==> src/rtl/uart_cmd_pkg.sv <==
// uart_cmd_pkg: shared types and constants for the UART command framer
package uart_cmd_pkg;
  typedef enum logic {IDLE, RCV} framer_state_t;
  localparam int FRAME_BYTES = 4;
  localparam int DEFAULT_TO_CYCLES = 52083;
endpackage

==> src/rtl/uart_cmd_framer.sv <==
// uart_cmd_framer: assembles 4-byte opcode/data/checksum frames from the UART receiver
//   clk, rst            : clock, synchronous active-high reset
//   rx_rdy, rx_data     : byte-available flag and byte from the receiver
//   clr_rdy             : one-cycle acknowledge back to the receiver
//   clr_cmd_rdy         : dispatcher acknowledge, clears cmd_rdy
//   cmd, data, cmd_rdy  : last good frame and its sticky valid flag
//   chk_err, to_err     : one-cycle checksum / inter-byte timeout pulses
module uart_cmd_framer
  import uart_cmd_pkg::*;
#(
  parameter int TO_CYCLES = DEFAULT_TO_CYCLES
) (
  input  logic        clk,
  input  logic        rst,
  input  logic        rx_rdy,
  input  logic [7:0]  rx_data,
  output logic        clr_rdy,
  input  logic        clr_cmd_rdy,
  output logic [7:0]  cmd,
  output logic [15:0] data,
  output logic        cmd_rdy,
  output logic        chk_err,
  output logic        to_err
);
  localparam int TW = $clog2(TO_CYCLES);
  framer_state_t state;
  logic [1:0]    byte_cnt;
  logic [7:0]    acc;
  logic [7:0]    op;
  logic [15:0]   sr;
  logic [TW-1:0] timer;
  logic          accept;
  logic [7:0]    sum;
  assign accept = rx_rdy & ~clr_rdy;
  assign sum    = acc + rx_data;
  always_ff @(posedge clk) begin
    if (rst) begin
      state    <= IDLE;
      byte_cnt <= '0;
      acc      <= '0;
      op       <= '0;
      sr       <= '0;
      timer    <= '0;
      clr_rdy  <= 1'b0;
      cmd      <= '0;
      data     <= '0;
      cmd_rdy  <= 1'b0;
      chk_err  <= 1'b0;
      to_err   <= 1'b0;
    end else begin
      clr_rdy <= accept;
      chk_err <= 1'b0;
      to_err  <= 1'b0;
      if (clr_cmd_rdy) cmd_rdy <= 1'b0;
      if (state == IDLE) begin
        if (accept) begin
          op       <= rx_data;
          acc      <= rx_data;
          byte_cnt <= 2'd1;
          timer    <= '0;
          cmd_rdy  <= 1'b0;
          state    <= RCV;
        end
      end else if (accept) begin
        if (byte_cnt == 2'(FRAME_BYTES - 1)) begin
          if (sum == 8'h00) begin
            cmd     <= op;
            data    <= sr;
            cmd_rdy <= 1'b1;
          end else begin
            chk_err <= 1'b1;
          end
          byte_cnt <= '0;
          state    <= IDLE;
        end else begin
          sr       <= {sr[7:0], rx_data};
          acc      <= sum;
          byte_cnt <= byte_cnt + 2'd1;
          timer    <= '0;
        end
      end else begin
        // the pulse lands in the same cycle the timer reaches TO_CYCLES-1
        timer <= (timer == {TW{1'b1}}) ? timer : timer + 1'b1;
        if (timer == TW'(TO_CYCLES - 2)) begin
          to_err   <= 1'b1;
          byte_cnt <= '0;
          state    <= IDLE;
        end
      end
    end
  end
endmodule
==> config.mk <==
export PLATFORM = sky130hd
export DESIGN_NAME = uart_cmd_framer
export DESIGN_NICKNAME = d
export VERILOG_FILES = /design/src/rtl/uart_cmd_pkg.sv /design/src/rtl/uart_cmd_framer.sv
export SDC_FILE = /design/constraint.sdc
export NUM_CORES = 1
export LEC_CHECK = 0
export BUFFER_PORTS_ARGS = -buffer_cell sky130_fd_sc_hd__clkbuf_2
export CORE_MARGIN = 10
export CORE_UTILIZATION = 32
export DETAILED_ROUTE_END_ITERATION = 6
export GPL_ROUTABILITY_DRIVEN = 0
export REMOVE_ABC_BUFFERS = 1
export SETUP_SLACK_MARGIN = 0.3
export SYNTH_ARGS = -nofsm -noshare
export SYNTH_HDL_FRONTEND = slang
export SYNTH_SLANG_ARGS = --single-unit
==> constraint.sdc <==
create_clock -name clk -period 5.4 [get_ports clk]
set_clock_uncertainty 0.05 [all_clocks]
set_input_delay 0 -clock clk [delete_from_list [all_inputs] [get_ports clk]]
set_output_delay 0 -clock clk [all_outputs]
set_load 0.01 [all_outputs]
==> flow_metrics.py, run 1 <==
metrics = {
    "outcome": {
        "status": "finished clean",
    },
    "pwr": {
        "leakage_nw": 1.54,
        "pwr_density_cell_nw_per_um2": 312,
        "total_power_mw": 1.39,
        "max-vdd-ir-drop_v": 0.000147,
    },
    "synthesis": {
        "yosysTopAreaCell": "dfxtp_1",
        "synth-edff-count": 0,
        "synth-main-ff-cell": "dfxtp_1",
        "yosysWarningCount": 0,
        "async_reset_ff_share_pct": 0,
        "yosysSeqAreaShare_pct": 41.8,
        "synth.ff_latch_count": 79,
        "yosysUniqueCellTypes": 47,
        "synth_area_um2": 3780,
        "synthCells": 450,
        "ys_top_cells_by_area": "dfxtp_1 (42%), nand2b_1 (8.4%), mux2i_1 (7.1%)",
        "synth_top_area_share_pct": 41.8,
        "synth.avg_cell_area_um2": 8.40,
    },
    "finish": {
        "fin_nets": 510,
        "utilization_pct": 38.8,
        "drive_gt1_share_pct": 13.0,
        "diodes": 0,
        "syn_to_final_growth_pct": 18.3,
        "design_area_um2": 4470,
    },
    "critical_path": {
        "start_kind": "flop",
        "end_kind": "flop",
        "critPathMaxFanout": 22,
        "cp.required_ps": 5610,
        "cp_data_arrival_time_ps": 3330,
        "critPathKind": "flop to flop",
    },
    "min_path": {
        "hold_path.class": "input pin to flop",
    },
    "sta": {
        "worst_slack_ps": 2280,
        "slew_headroom_pct": 41.1,
        "setup_tns_ps": 0,
        "setup_viol": 0,
        "hold_viol_final": 0,
        "rsz0062_at_grt": "no",
        "final-max-slew-violation-count": 0,
        "max_freq_mhz": 320,
        "finalCritPeriodShare_pct": 57.8,
        "fin_crit_ps": 3120,
        "worstMarginPinSlew_ps": 884,
    },
    "global_routing": {
        "antenna_found_initial": 0,
        "overflow": 0,
        "grt_max_degree": 104,
        "globalRouteTotalUtil_pct": 10.7,
        "grt_pass1_vias": 3011,
        "grt_pass1_wl_um": 14500,
    },
    "route": {
        "drt-pass1-iter-count": 4,
        "drcViolationCount": 0,
        "routed_wl_um": 8750,
        "ant_nets": 0,
        "vias": 3212,
        "drtIter0Drc": 261,
        "wl_per_cell_um": 13.8,
        "vias_per_cell": 5.06,
    },
    "placement": {
        "dpl-instance-area_um2": 4070,
        "place_hpwl_um": 5730,
        "port_buffers": 39,
        "preCtsSetupSlack_ps": 2330,
    },
    "clock_tree": {
        "cts_tree": "done",
        "cts.sinks": 79,
        "cts.path.max_buffers": 2,
        "cts-resized-gates": 0,
        "cts_root_buf": "clkbuf_16",
        "clock_latency_ps": 340,
        "numCtsBuffers": 9,
        "clk_pin_slew_worst_paths_ps": 60,
        "htree_levels": 3,
        "ctsHoldBuffers": 9,
        "cts_setup_buffers": 0,
    },
    "floorplanning": {
        "rows": 39,
        "core_area_um2": 11500,
        "start_util_pct": 32.8,
        "pin_count": 40,
        "dieArea_um2": 16600,
        "die_y_um": 129,
        "die_w_um": 129,
    },
    "job": {
        "cap_violations": 0,
    },
}
per-stage QoR:
step                hold slack (ps)  cells
global route                   99.7    635
CTS                            74.3    635
detailed placement              247    610
finish                         86.1    635
floorplan                      19.1    424
global placement                241    610
path summary, 6_finish.rpt:
| path | start | end | slack (ps) | cells past startpoint |
|---|---|---|---|---|
| setup reg to reg | state | timer[1] | 2280 | 6 |
| setup / recovery | state | timer[1] | 2280 | 6 |
| hold reg to reg | sr[12] | sr[12] | 410 | 2 |
| hold / removal | rx_rdy | byte_cnt[1] | 90 | 4 |
cell usage after synthesis, types with 3 or more instances:
cell	instances
o211ai_1	4
nor3b_1	3
ha_1	10
a311oi_1	5
nor2_1	35
mux2i_1	27
nand3_1	10
nand2_1	61
o21ai_0	25
a21oi_1	45
a211oi_1	5
xor2_1	5
or3_1	6
clkbuf_1	21
nand3b_1	3
dfxtp_1	79
nor3_1	9
nand2b_1	51
nand4_1	5
inv_1	6
placed cells by master, fill, tap and decap left out, types with 3 or more instances in the layout:
| cell type | n |
|---|---|
| mux2i_1 | 27 |
| nor3_1 | 9 |
| buf_4 | 4 |
| xor2_1 | 5 |
| clkbuf_2 | 39 |
| dfxtp_1 | 79 |
| a211oi_1 | 5 |
| or3_1 | 6 |
| o211ai_1 | 4 |
| a311oi_1 | 5 |
| clkbuf_16 | 9 |
| inv_1 | 6 |
| nand3b_1 | 3 |
| nand2_1 | 61 |
| nand2b_1 | 51 |
| o21ai_0 | 25 |
| ha_1 | 10 |
| nand4_1 | 5 |
| a21oi_1 | 45 |
| nor3b_1 | 3 |
| dlygate4sd3_1 | 9 |
| nand3_1 | 10 |
| nor2_1 | 35 |
critical path, stage by stage (launching register included):
cell and delay (ps):
dfxtp_1 820, inv_1 370, nor2_1 660, o31a_1 420
nor2_1 240, or3_1 350, a21oi_1 140
where the power goes:
part,leakage (nW),internal [mW],switching [mW]
logic,0.755,0.0553,0.0834
clock network,0.148,0.403,0.245
registers,0.640,0.596,0.0109
total,1.54,1.05,0.339
cell type report:
| type | instances | area (um^2) |
|---|---|---|
| clock inverter | 6 | 85.1 |
| tap | 143 | 179 |
| inverter | 6 | 22.5 |
| clock buffer | 10 | 229 |
| timing repair buffer | 52 | 315 |
| fill | 1183 | 7040 |
| sequential | 79 | 1580 |
| multi-input combinational | 339 | 2060 |
sequential cells by signal, indices dropped and copies added, names as in the netlist, 2 cells and up:
name and cells:
data 16, sr 16, timer 16, acc 8, cmd 8, op 8
byte_cnt 2
metal layers:
layer | vias to the layer above | track usage (%) | part of all wire [%]
met2 | 68 | 16.6 | 46
li1 | 1640 | - | -
met1 | 1490 | 13.3 | 47
met4 | 0 | 5.55 | 2.1
met3 | 14 | 3.04 | 4.9
met5 | - | 0 | 0
cells by family (layout without fill, tap and decap cells):
group	Yosys count	after routing	share of synthesized area [%]
fa+ha+maj	11	11	3.84
buf+inv	32	74	3.67
mux	27	27	7.15
flops	79	79	41.8
xor+xnor	7	7	1.62
simple gates	194	194	25.9
compound gates	100	100	16.0
(Power assumes the default switching activity.)
==> inputs of run 2 (changes only) <==
--- a/config.mk
+++ b/config.mk
@@ -5,6 +5,7 @@
 export SDC_FILE = /design/constraint.sdc
 export NUM_CORES = 1
 export LEC_CHECK = 0
+export ABC_AREA = 1
 export BUFFER_PORTS_ARGS = -buffer_cell sky130_fd_sc_hd__clkbuf_2
 export CORE_MARGIN = 10
 export CORE_UTILIZATION = 32
==> constraint.sdc (replaced) <==
create_clock -name clk -period 3.15 [get_ports clk]
set_clock_uncertainty 0.05 [all_clocks]
set_input_delay 0 -clock clk [delete_from_list [all_inputs] [get_ports clk]]
set_output_delay 0 -clock clk [all_outputs]
set_load 0.01 [all_outputs]
==> flow_metrics.py, run 2 <==
metrics = {
    "outcome": {
        "status": "finished clean",
    },
    "clock_tree": {
        "cts_tree": "done",
        "cts.path.max_buffers": 2,
        "cts_root_buf": "clkbuf_16",
        "numCtsBuffers": 9,
        "cts.sinks": 79,
        "htree_levels": 3,
        "clk_pin_slew_worst_paths_ps": 60,
        "clock_latency_ps": 340,
    },
    "global_routing": {
        "grt_pass1_wl_um": 16500,
        "grt_max_degree": 55,
        "globalRouteTotalUtil_pct": 11.1,
        "grt_pass1_vias": 3552,
        "overflow": 0,
        "antenna_found_initial": 0,
    },
    "synthesis": {
        "synth_common_cells": "nand2_1 (131), inv_1 (117), dfxtp_1 (79)",
        "synth.avg_cell_area_um2": 6.67,
        "synth_area_um2": 4110,
        "synth.ff_latch_count": 79,
        "async_reset_ff_share_pct": 0,
        "synth_top_area_share_pct": 38.4,
        "synthCells": 617,
        "yosysTopAreaCell": "dfxtp_1",
        "yosysWarningCount": 0,
        "yosysUniqueCellTypes": 37,
        "ys_top_cells_by_area": "dfxtp_1 (38%), nand2_1 (12%), inv_1 (11%)",
        "synth-edff-count": 0,
        "yosysMostFrequentCell": "nand2_1",
        "yosysSeqAreaShare_pct": 38.4,
        "synth-main-ff-cell": "dfxtp_1",
    },
    "finish": {
        "diodes": 0,
        "layout_common_cells": "nand2_1 (131), inv_1 (117), dfxtp_1 (79)",
        "reg_top3": "data x16, sr x16, timer x16",
        "final_common_cell": "nand2_1",
        "syn_to_final_growth_pct": 17.8,
        "drive_gt1_share_pct": 11.6,
        "fin_nets": 682,
    },
    "min_path": {
        "hold_path.class": "flop to flop",
    },
    "pwr": {
        "total_power_mw": 2.56,
        "leakage_nw": 2.19,
        "max-vdd-ir-drop_v": 0.000263,
        "pwr_density_cell_nw_per_um2": 529,
    },
    "sta": {
        "finalCritPeriodShare_pct": 82.9,
        "rsz0062_at_grt": "yes",
        "max_freq_mhz": 383,
        "slew_headroom_pct": 60.6,
        "setup_tns_ps": 0,
        "setup_viol": 0,
        "holdWs_ps": 403,
        "final-max-slew-violation-count": 0,
        "hold_viol_final": 0,
        "fin_crit_ps": 2610,
        "worstMarginPinSlew_ps": 590,
    },
    "floorplanning": {
        "die_y_um": 133,
        "rows": 41,
        "pin_count": 40,
        "start_util_pct": 32.6,
        "die_w_um": 133,
        "core_area_um2": 12600,
        "dieArea_um2": 17800,
    },
    "critical_path": {
        "cpLargestDelayFamily": "simple AND/OR/NAND/NOR gates",
        "end_kind": "flop",
        "path_buf_inv": 3,
        "critPathMaxFanout": 25,
        "cp.required_ps": 3330,
        "critPathKind": "input pin to flop",
        "slowest_delay_ps": 540,
        "worstPathCellList": "dlygate4sd3_1 > clkbuf_2 > ha_1 > inv_1 > fa_1 > nand2_1 > nor2_1 > nand3_1 > nor2_1 > nand2_1 > nor2_4 > nand3_1 > nand2_1 > nor2_1",
        "cp_data_arrival_time_ps": 2790,
        "cpMaxStageDelayCell": "dlygate4sd3_1",
        "start_kind": "input pin",
    },
    "route": {
        "wl_per_cell_um": 11.3,
        "vias_per_cell": 4.58,
        "drt-pass1-iter-count": 7,
        "drcViolationCount": 0,
        "ant_nets": 0,
        "drtIter0Drc": 215,
        "routed_wl_um": 9450,
        "vias": 3832,
    },
    "placement": {
        "place_hpwl_um": 6850,
        "port_buffers": 39,
    },
    "job": {
        "cap_violations": 0,
    },
}
[run 2: kinds of logic (layout without fill, tap and decap cells)]
kind of cell    Yosys count  after routing  synth area share (%)
buf+inv                 146            193                  14.6
simple gates            276            276                  29.8
xor+xnor                  3              3                 0.639
flops                    79             79                  38.4
compound gates          102            102                  12.9
fa+ha+maj                11             11                  3.53
[run 2: path summary, 6_finish.rpt]
| path | start | to | slack, ps | cells past startpoint |
|---|---|---|---|---|
| worst min register to register | op[4] | op[4] | 400 | 2 |
| worst max-delay path | rx_data[0] | cmd[7] | 540 | 14 |
| worst min-delay path | op[4] | op[4] | 400 | 2 |
| worst max register to register | acc[0] | cmd[7] | 580 | 12 |
[run 2: area by class of cell]
cell class / count / area (um^2)
Fill cell: 1391 / 7770
Multi-Input combinational cell: 392 / 1930
Sequential cell: 79 / 1580
Inverter: 124 / 465
Timing Repair Buffer: 53 / 328
Clock buffer: 11 / 243
Tap cell: 172 / 215
Clock inverter: 5 / 81.3
[run 2: repair_timing]
item | 4_1_cts | 5_1_grt
setup endpoints to repair | 0 | 20
resized for setup | 0 | 0
setup buffers | 0 | 0
hold buffers | 11 | 0
hold endpoints to repair | 23 | 0
[run 2: power by group]
group          switching, mW  internal, mW
Combinational          0.245         0.127
Clock                  0.406         0.715
Sequential            0.0231          1.04
Total                  0.674          1.89
[run 2: per-stage QoR]
stage / util (%) / std cells / worst slack (ps) / area [um^2]
after global routing: 38.4 / 836 / 241 / 4840
after detailed placement: 34.9 / 809 / 584 / 4410
after global placement: 34.9 / 809 / 676 / 4410
final: 38.4 / 836 / 540 / 4840
after CTS: 38.4 / 836 / 556 / 4840
after floorplan: - / 595 / 977 / 3980
[run 2: layer usage]
layer  global-route usage, %  vias to the layer above  part of all wire [%]
met3                    4.02                       15                   6.9
met2                    18.3                       93                    46
li1                        -                     2017                     -
met1                    12.9                     1707                    46
met5                       0                        -                     0
met4                    3.63                        0                   1.6
[run 2: worst reg2reg max path: cells and delay by family (launching register included)]
family / cells / cell delay (ps)
and+or+nand+nor: 9 / 1320
DFF: 1 / 330
adders and majority gates: 2 / 690
buffers and inverters: 1 / 60
==> inputs of run 3 (changes only) <==
==> constraint.sdc (replaced) <==
create_clock -name clk -period 2.4 [get_ports clk]
set_clock_uncertainty 0.05 [all_clocks]
set_input_delay 0 -clock clk [delete_from_list [all_inputs] [get_ports clk]]
set_output_delay 0 -clock clk [all_outputs]
set_load 0.01 [all_outputs]
==> flow_metrics.py, run 3 (synthesis gave the netlist of run 2 again) <==
metrics = {
    "pwr": {
        "pwr_density_cell_nw_per_um2": 643,
        "total_power_mw": 3.37,
        "max-vdd-ir-drop_v": 0.000420,
        "leakage_nw": 2.30,
    },
    "sta": {
        "slew_headroom_pct": 57.6,
        "fin_crit_ps": 2250,
        "hold_viol_final": 0,
        "finalCritPeriodShare_pct": 93.9,
        "final-max-slew-violation-count": 0,
        "max_freq_mhz": 444,
        "worstMarginPinSlew_ps": 636,
        "setup_viol": 0,
        "rsz0062_at_grt": "yes",
        "setup_tns_ps": 0,
    },
    "critical_path": {
        "cp.required_ps": 2580,
        "critPathMaxFanout": 8,
        "worstPathCellList": "ha_4 > inv_2 > fa_2 > nand2_2 > nor2_4 > nand3_2 > nor2_2 > nand2_2 > nor2_4 > buf_6 > buf_12 > nand3_1 > nand2_1 > nor2_1",
        "start_kind": "flop",
        "cpMaxStageDelayCell": "fa_2",
        "cp_data_arrival_time_ps": 2430,
        "critPathKind": "flop to flop",
        "slowest_delay_ps": 530,
        "end_kind": "flop",
    },
    "route": {
        "drt-pass1-iter-count": 5,
        "routed_wl_um": 10800,
        "wl_per_cell_um": 12.6,
        "vias": 3983,
        "drcViolationCount": 0,
        "vias_per_cell": 4.64,
        "drtIter0Drc": 256,
        "ant_nets": 0,
    },
    "finish": {
        "drive_gt1_share_pct": 19.4,
        "syn_to_final_growth_pct": 27.2,
        "utilization_pct": 41.5,
        "num-fill-cells": 1351,
        "diodes": 0,
        "final_common_cell": "nand2_1",
        "reg_top3": "data x16, sr x16, timer x16",
        "fin_nets": 704,
        "fin_cells": 858,
        "layout_common_cells": "nand2_1 (120), inv_1 (115), dfxtp_1 (77)",
        "design_area_um2": 5230,
    },
    "clock_tree": {
        "cts_tree": "done",
        "cts.path.max_buffers": 2,
        "clock_latency_ps": 340,
        "clk_pin_slew_worst_paths_ps": 60,
        "htree_levels": 3,
        "numCtsBuffers": 9,
        "cts_root_buf": "clkbuf_16",
        "cts.sinks": 79,
    },
    "floorplanning": {
        "pin_count": 40,
        "start_util_pct": 32.6,
        "core_area_um2": 12600,
        "die_w_um": 133,
        "dieArea_um2": 17800,
        "rows": 41,
        "die_y_um": 133,
    },
    "outcome": {
        "status": "finished clean",
    },
    "global_routing": {
        "antenna_found_initial": 0,
        "overflow": 0,
        "grt_max_degree": 67,
        "grt_pass1_wl_um": 17800,
        "grt_pass1_vias": 3726,
        "globalRouteTotalUtil_pct": 12.0,
    },
    "placement": {
        "place_hpwl_um": 6980,
        "port_buffers": 39,
        "place_inst": 813,
        "dpl-instance-area_um2": 4450,
    },
    "min_path": {
        "hold_path.class": "input pin to flop",
    },
    "job": {
        "cap_violations": 0,
    },
}
==> run 3: what timing repair did <==
action                                  4_1_cts  5_1_grt
hold buffers                                  7        0
endpoints found under the hold margin        11        0
gates cloned                                  5        0
buffers inserted                              8        9
pin swaps                                    11       13
resized for setup                            24       28
endpoints found under the setup margin       26       40
==> run 3: cell type report <==
cell class / instances / area [um^2] / share of cell area, %
multi-input cells: 395 / 2140 / 40.9
flip-flops and latches: 79 / 1580 / 30.3
repair buffers: 72 / 541 / 10.3
inverters: 124 / 465 / 8.90
clock buffers: 11 / 233 / 4.45
well taps: 172 / 215 / 4.11
clock inverters: 5 / 56.3 / 1.08
==> run 3: worst paths after layout <==
| check | start | end | slack (ps) | depth (start not counted) |
|---|---|---|---|---|
| worst max-delay path | acc[0] | data[11] | 150 | 14 |
| worst min-delay path | rx_data[4] | sr[4] | 1 | 3 |
| worst max register to register | acc[0] | data[11] | 150 | 14 |
| worst min register to register | op[4] | op[4] | 410 | 2 |
==> run 3: metrics by stage <==
step	hold slack [ps]	worst slack (ps)
finish	1.00	147
detailed placement	256	28.9
floorplan	19.1	227
global placement	260	79.0
global route	17.3	33.5
CTS	0.0380	173
==> run 3: power breakdown <==
part           switching, mW  internal [mW]  total, mW
clock network          0.536          0.806       1.34
logic                  0.392          0.228      0.620
registers             0.0315           1.37       1.40
total                  0.960           2.41       3.37
==> run 3: critical path, delay by kind of cell, from the launching register on <==
kind / cells / cell delay [ps]
AND/OR/NAND/NOR: 9 / 810
adder cells (fa/ha/maj): 2 / 670
flip-flops: 1 / 350
buffers and inverters: 3 / 280
==> run 3: routing by layer <==
layer  track usage (%)  up-vias  wire, um
li1                  -     2069         -
met3              3.08       19       699
met4              3.63        0       128
met1              14.9     1788      4900
met2              19.8      107      5100
met5                 0        -         0
